--- config.mk ---
export PLATFORM = sky130hd
export DESIGN_NAME = gray_counter
export DESIGN_NICKNAME = d
export VERILOG_FILES = /design/src/rtl/gray_counter.sv
export SDC_FILE = /design/constraint.sdc
export NUM_CORES = 1
export LEC_CHECK = 0
export CAP_MARGIN = 20
export CORE_MARGIN = 5
export CORE_UTILIZATION = 44
export DETAILED_ROUTE_END_ITERATION = 7
export GPL_ROUTABILITY_DRIVEN = 0
export PLACE_DENSITY = 0.82
export SYNTH_ARGS = -nofsm -noshare
export SYNTH_HDL_FRONTEND = slang
export SYNTH_SLANG_ARGS = --single-unit
--- constraint.sdc ---
create_clock -name clk -period 4.3 [get_ports clk]
set_input_delay 1.29 -clock clk [delete_from_list [all_inputs] [get_ports clk]]
set_output_delay 1.29 -clock clk [all_outputs]
set_load 0.01 [all_outputs]
--- src/rtl/gray_counter.sv ---
// Up/down binary counter with a lock-step registered Gray image, plus an
// independent registered Gray-to-binary decoder for externally supplied codes.
module gray_counter #(
  parameter int WIDTH = 4
) (
  input  logic             clk,
  input  logic             rst,
  input  logic             en,
  input  logic             up_dn,
  input  logic             load,
  input  logic [WIDTH-1:0] load_bin,
  output logic [WIDTH-1:0] bin_out,
  output logic [WIDTH-1:0] gray_out,
  output logic             tc,
  input  logic [WIDTH-1:0] gin,
  input  logic             gin_vld,
  output logic [WIDTH-1:0] gdec_bin,
  output logic             gdec_vld
);

  localparam logic [WIDTH-1:0] ONE = {{(WIDTH-1){1'b0}}, 1'b1};

  logic [WIDTH-1:0] bin_q, bin_d;
  logic [WIDTH-1:0] gray_q, gray_d;
  logic             tc_q, tc_d;
  logic [WIDTH-1:0] gdec_bin_q, gdec_bin_d;
  logic [WIDTH-1:0] gdec_bin_nxt;
  logic             gdec_vld_q, gdec_vld_d;

  // Gray image is encoded from the new binary value so both registers agree.
  always_comb begin
    bin_d = bin_q;
    tc_d  = 1'b0;
    if (load) begin
      bin_d = load_bin;
    end else if (en) begin
      if (up_dn) begin
        bin_d = bin_q + ONE;
        tc_d  = &bin_q;
      end else begin
        bin_d = bin_q - ONE;
        tc_d  = ~|bin_q;
      end
    end
    gray_d = bin_d ^ (bin_d >> 1);
  end

  // Prefix XOR running from the MSB down.
  always_comb begin
    gdec_bin_nxt[WIDTH-1] = gin[WIDTH-1];
    for (int i = WIDTH - 2; i >= 0; i--) begin
      gdec_bin_nxt[i] = gdec_bin_nxt[i+1] ^ gin[i];
    end
    gdec_bin_d = gin_vld ? gdec_bin_nxt : gdec_bin_q;
    gdec_vld_d = gin_vld;
  end

  always_ff @(posedge clk) begin
    if (rst) begin
      bin_q      <= '0;
      gray_q     <= '0;
      tc_q       <= 1'b0;
      gdec_bin_q <= '0;
      gdec_vld_q <= 1'b0;
    end else begin
      bin_q      <= bin_d;
      gray_q     <= gray_d;
      tc_q       <= tc_d;
      gdec_bin_q <= gdec_bin_d;
      gdec_vld_q <= gdec_vld_d;
    end
  end

  assign bin_out  = bin_q;
  assign gray_out = gray_q;
  assign tc       = tc_q;
  assign gdec_bin = gdec_bin_q;
  assign gdec_vld = gdec_vld_q;

endmodule

* Yosys cells after proc, flatten, opt, wreduce, memory -nomap -nowiden
Index checks and enable logic that the tools add are counted.
W data, S select, Z words.
** Storage, ports and cells
- Logic and storage cells :: 20
- Flip-flop bits (word level) :: 14
** Cells by class
- Add/sub/neg operators :: 2
- Mux-type cells :: 4
- Reductions and logical operators :: 4
- Bitwise logic cells :: 5
** Operators by type and width (number)
- $mux W4 :: 3
- $add A4 B1 Y4 const B :: 1
- $reduce_and A4 Y1 :: 1
- $reduce_or A4 Y1 :: 1
- $sub A4 B1 Y4 const B :: 1
- $xor A4 B3 Y4 :: 1
- $reduce_or A3 Y1 :: 1
- $xor A1 B1 Y1 :: 3
- $logic_not A1 Y1 :: 1
- $mux W1 :: 1
- $not A1 Y1 :: 1

* Logic depth before layout (Yosys ltp)
- Depth in word-level cells :: 5
- Gate-level depth with buffers :: 6
- Mapped depth without buffers :: 6

* Worst setup path before layout
No wires, ideal clock.
- Path type :: input port to flip-flop
- Start point :: input up_dn
- End point :: register gray_q[1], in the netlist gray_out[1]
- Buffers on the path :: 0
- Cell stages on the path :: 6
- Slack :: 1.666 ns
- Library setup time :: 0.132 ns
- Arrival time :: 2.502 ns
- Path through :: inv_1 -> fa_1 -> mux2_2 -> mux2i_1 -> or3_1 -> a21oi_1
** On the way
- Longest elaborated chain between the ends :: 4
** Ends and longest elaborated chain
- start: declaration :: line 9 : input logic up_dn,
- $mux W4 :: line 37 : if (up_dn) begin
- $mux W4 :: line 36 : end else if (en) begin
- $mux W4 :: line 34 : if (load) begin
- $xor A4 B3 Y4 :: line 45 : gray_d = bin_d ^ (bin_d >> 1);
- end signal: assignment :: line 67 : gray_q <= gray_d;
- end: declaration :: line 24 : logic [WIDTH-1:0] gray_q, gray_d;
Every way passes these cells.
A chain may end at the register's enable or synchronous reset.

* Worst setup path after layout
Ends and elaborated chain as after synthesis.

==> metrics <==
outcome=completed; DIE AREA=approximately 2400 um2; fin area=roughly 970 um2; I/O pin total=28; GRT Total Usage=a little over an eighth; period utilisation layout=a little under three quarters; non-filler cells, final=113; Setup crit start kind=input port; #FFs+latches synth=13; residual DRC count=0; largest area contributor in the netlist=dfxtp_1; CTS Buf Count=3; # hold bufs at CTS=0; Routed WL=1.44 mm; Core Box Area=roughly 1500 um2; Required @ worst endpoint=between 4 and 5 ns; root buffer cell=clkbuf_4; top post-synthesis cells by area=dfxtp_1, mux2i_1, xnor2_1; largest net degree at the start of global routing=14; WS Path Type=in2reg; Post-CTS Resized=0; top-area cell type share of the netlist area=about two fifths; Tmin final=3.09 ns; Worst EP arrival=around 3.3 ns; max-cap violations=0; syn_area_per_cell=approximately 9.6 um2; Slew Limit Fails=0; Worst-path clk slew=0.08 ns; commonest non-fill, non-tap cell in the layout=clkdlybuf4s50_1; total leakage power=~0.39 nW; most frequent cells in the layout=clkdlybuf4s50_1, dfxtp_1, nor2_1; grt met2 use=20.4%; area grow syn2layout=42.6%; Layout Nets=between 100 and 150; die height=around 49 um; HPWL after DPL=between 1 and 1.5 mm; Max clock buf depth=2; FILL cells=131; CTS sink cnt=13; Port Buffers=27; Power per Cell Area=316 nW/um2; initial antenna violation count=0; Fmax achieved=323 MHz; Post CTS Setup Buffer Count=0; Clock power frac=24.6%; Hold Crit Class=reg2reg; worst-margin pin slew=roughly 0.48 ns; worst-path fanout max=5; Comb pwr share=between 20% and 30%; Max H-tree Level=1; met3 Use GR=under 10%; Crit. End Element=flip-flop; sw frac=27.9%; count of cell types in the netlist=33; Final Skew=~0.0042 ns; GR Util met1=between 10% and 20%; number of global-route vias before repair=between 500 and 600; CTS tree=yes; Synth Net Count=88; Worst-Skew Late Latency=approximately 0.28 ns; post-DR vias/cell=5.34; Die W=between 40 and 50 um; setup repair after global routing missed its margin=false; Final Hold Viols=0; first-pass GRT wire length=about 2.5 mm; Int Power=0.221 mW; area of the multi-input gates=about 380 um2; starting density of the core=between 40% and 50%; Detail Route Antenna Nets=0; Area after DPL=941 um2; layout cell share with drive strength beyond 1=5.15%; routed vias=~600; Mapped Cells=71; FF/Latch Area=260 um2; slowest CP cell=clkdlybuf4s50_1; total power=0.306 mW; Yosys warning count=0; gr busiest metal=met2; worst vdd ir=between 200 and 250 uV; Worst Hold Margin=about 0.5 ns; register area share after synthesis=a little under two fifths; placement row count=14; CP Cell Sequence=clkdlybuf4s50_1 -> inv_1 -> fa_1 -> xnor2_1 -> a211oi_1 -> or3_1 -> a21oi_1; Flop pwr share=a little under half; CP peak stage delay=between 0.5 and 0.6 ns; 1st-pass router iterations=3; Max transition margin=just under 70%; Sum Neg Setup Slack=0 ns; P_sw=roughly 0.085 mW; placed insts=roughly 110; # setup viols final=0; GRT Residual Overflow=0; drt wl/cell=~13 um; ANT cells=0; post-synthesis instance area=just under 700 um2; DR iter-0 viols=6
routing by layer:
layer | wire [um] | up-vias
li1 | - | 305
met1 | 592 | 281
met2 | 721 | 13
met3 | 100 | 4
met4 | 29 | 0
met5 | 0 | -
final cells by class:
class | count | area share, %
repair buffers | 27 | 27.9
well taps | 16 | 2.07
flip-flops and latches | 13 | 26.9
multi-input cells | 51 | 39.6
clock buffers | 4 | 2.72
inverters | 2 | 0.776
stage by stage:
stage,utilization (%),setup slack (ns)
after detailed placement,63.2,0.955
after global placement,63.2,1.02
after CTS,65.0,1.24
after floorplan,-,1.67
after global routing,65.0,1.08
final,65.0,1.21
kinds of logic (layout without fill, tap and decap cells):
group | after synthesis | after routing | share of synthesized area, %
DFF | 13 | 13 | 38.4
buffers and inverters | 7 | 33 | 5.17
and+or+nand+nor | 23 | 23 | 19.7
adders and majority gates | 3 | 3 | 6.64
AOI/OAI and AO/OA | 13 | 13 | 13.3
xor gates and xnor gates | 6 | 6 | 7.75
muxes | 6 | 6 | 9.04
power by group through the flow:
| stage | Combinational (mW) | Sequential [mW] | Clock (mW) |
|---|---|---|---|
| 2_1_floorplan | 0.0448 | 0.147 | 0 |
| 6_report | 0.0903 | 0.140 | 0.0753 |
| 4_1_cts | 0.0913 | 0.140 | 0.0781 |
| 3_3_place_gp | 0.0893 | 0.143 | 0 |
| 5_1_grt | 0.0983 | 0.142 | 0.0831 |
| 3_5_place_dp | 0.0913 | 0.143 | 0 |
Yosys cell counts:
master     count
a211oi_1       3
a21o_1         1
a21oi_1        3
a221o_1        1
a22oi_1        1
a31oi_1        1
and2_1         1
buf_2          1
buf_4          2
clkbuf_1       2
dfxtp_1       13
fa_1           1
ha_1           2
inv_1          2
mux2_2         1
mux2i_1        5
nand3_1        1
nand3_2        1
nand3b_1       1
nand4_1        1
nor2_1        10
nor2b_1        1
nor3b_1        1
nor4_1         1
nor4b_1        1
nor4bb_1       1
o21ai_0        1
o21bai_1       1
o2bb2ai_1      1
or3_1          2
or4b_1         1
xnor2_1        5
xor2_1         1
registers in the layout, indices dropped and copies added (netlist names):
register	count
gdec_vld	1
gray_out	3
gdec_bin	4
tc	1
bin_out	4
critical path, delay by kind of cell:
family | cells | cell delay, ns
buffers and inverters | 2 | 0.67
adder cells (fa/ha/maj) | 1 | 0.47
AO/OA/AOI/OAI | 2 | 0.51
XOR/XNOR | 1 | 0.14
AND/OR/NAND/NOR | 1 | 0.18
final timing paths:
check	to	slack (ns)	depth (start not counted)	start
worst max-delay path	gray_out[1]	1.21	7	up_dn
worst min-delay path	gdec_bin[2]	0.50	2	gdec_bin[2]
worst max register to register	gray_out[1]	2.50	5	bin_out[0]
worst min register to register	gdec_bin[2]	0.50	2	gdec_bin[2]
Note: power is estimated with default switching activity, not from simulation.
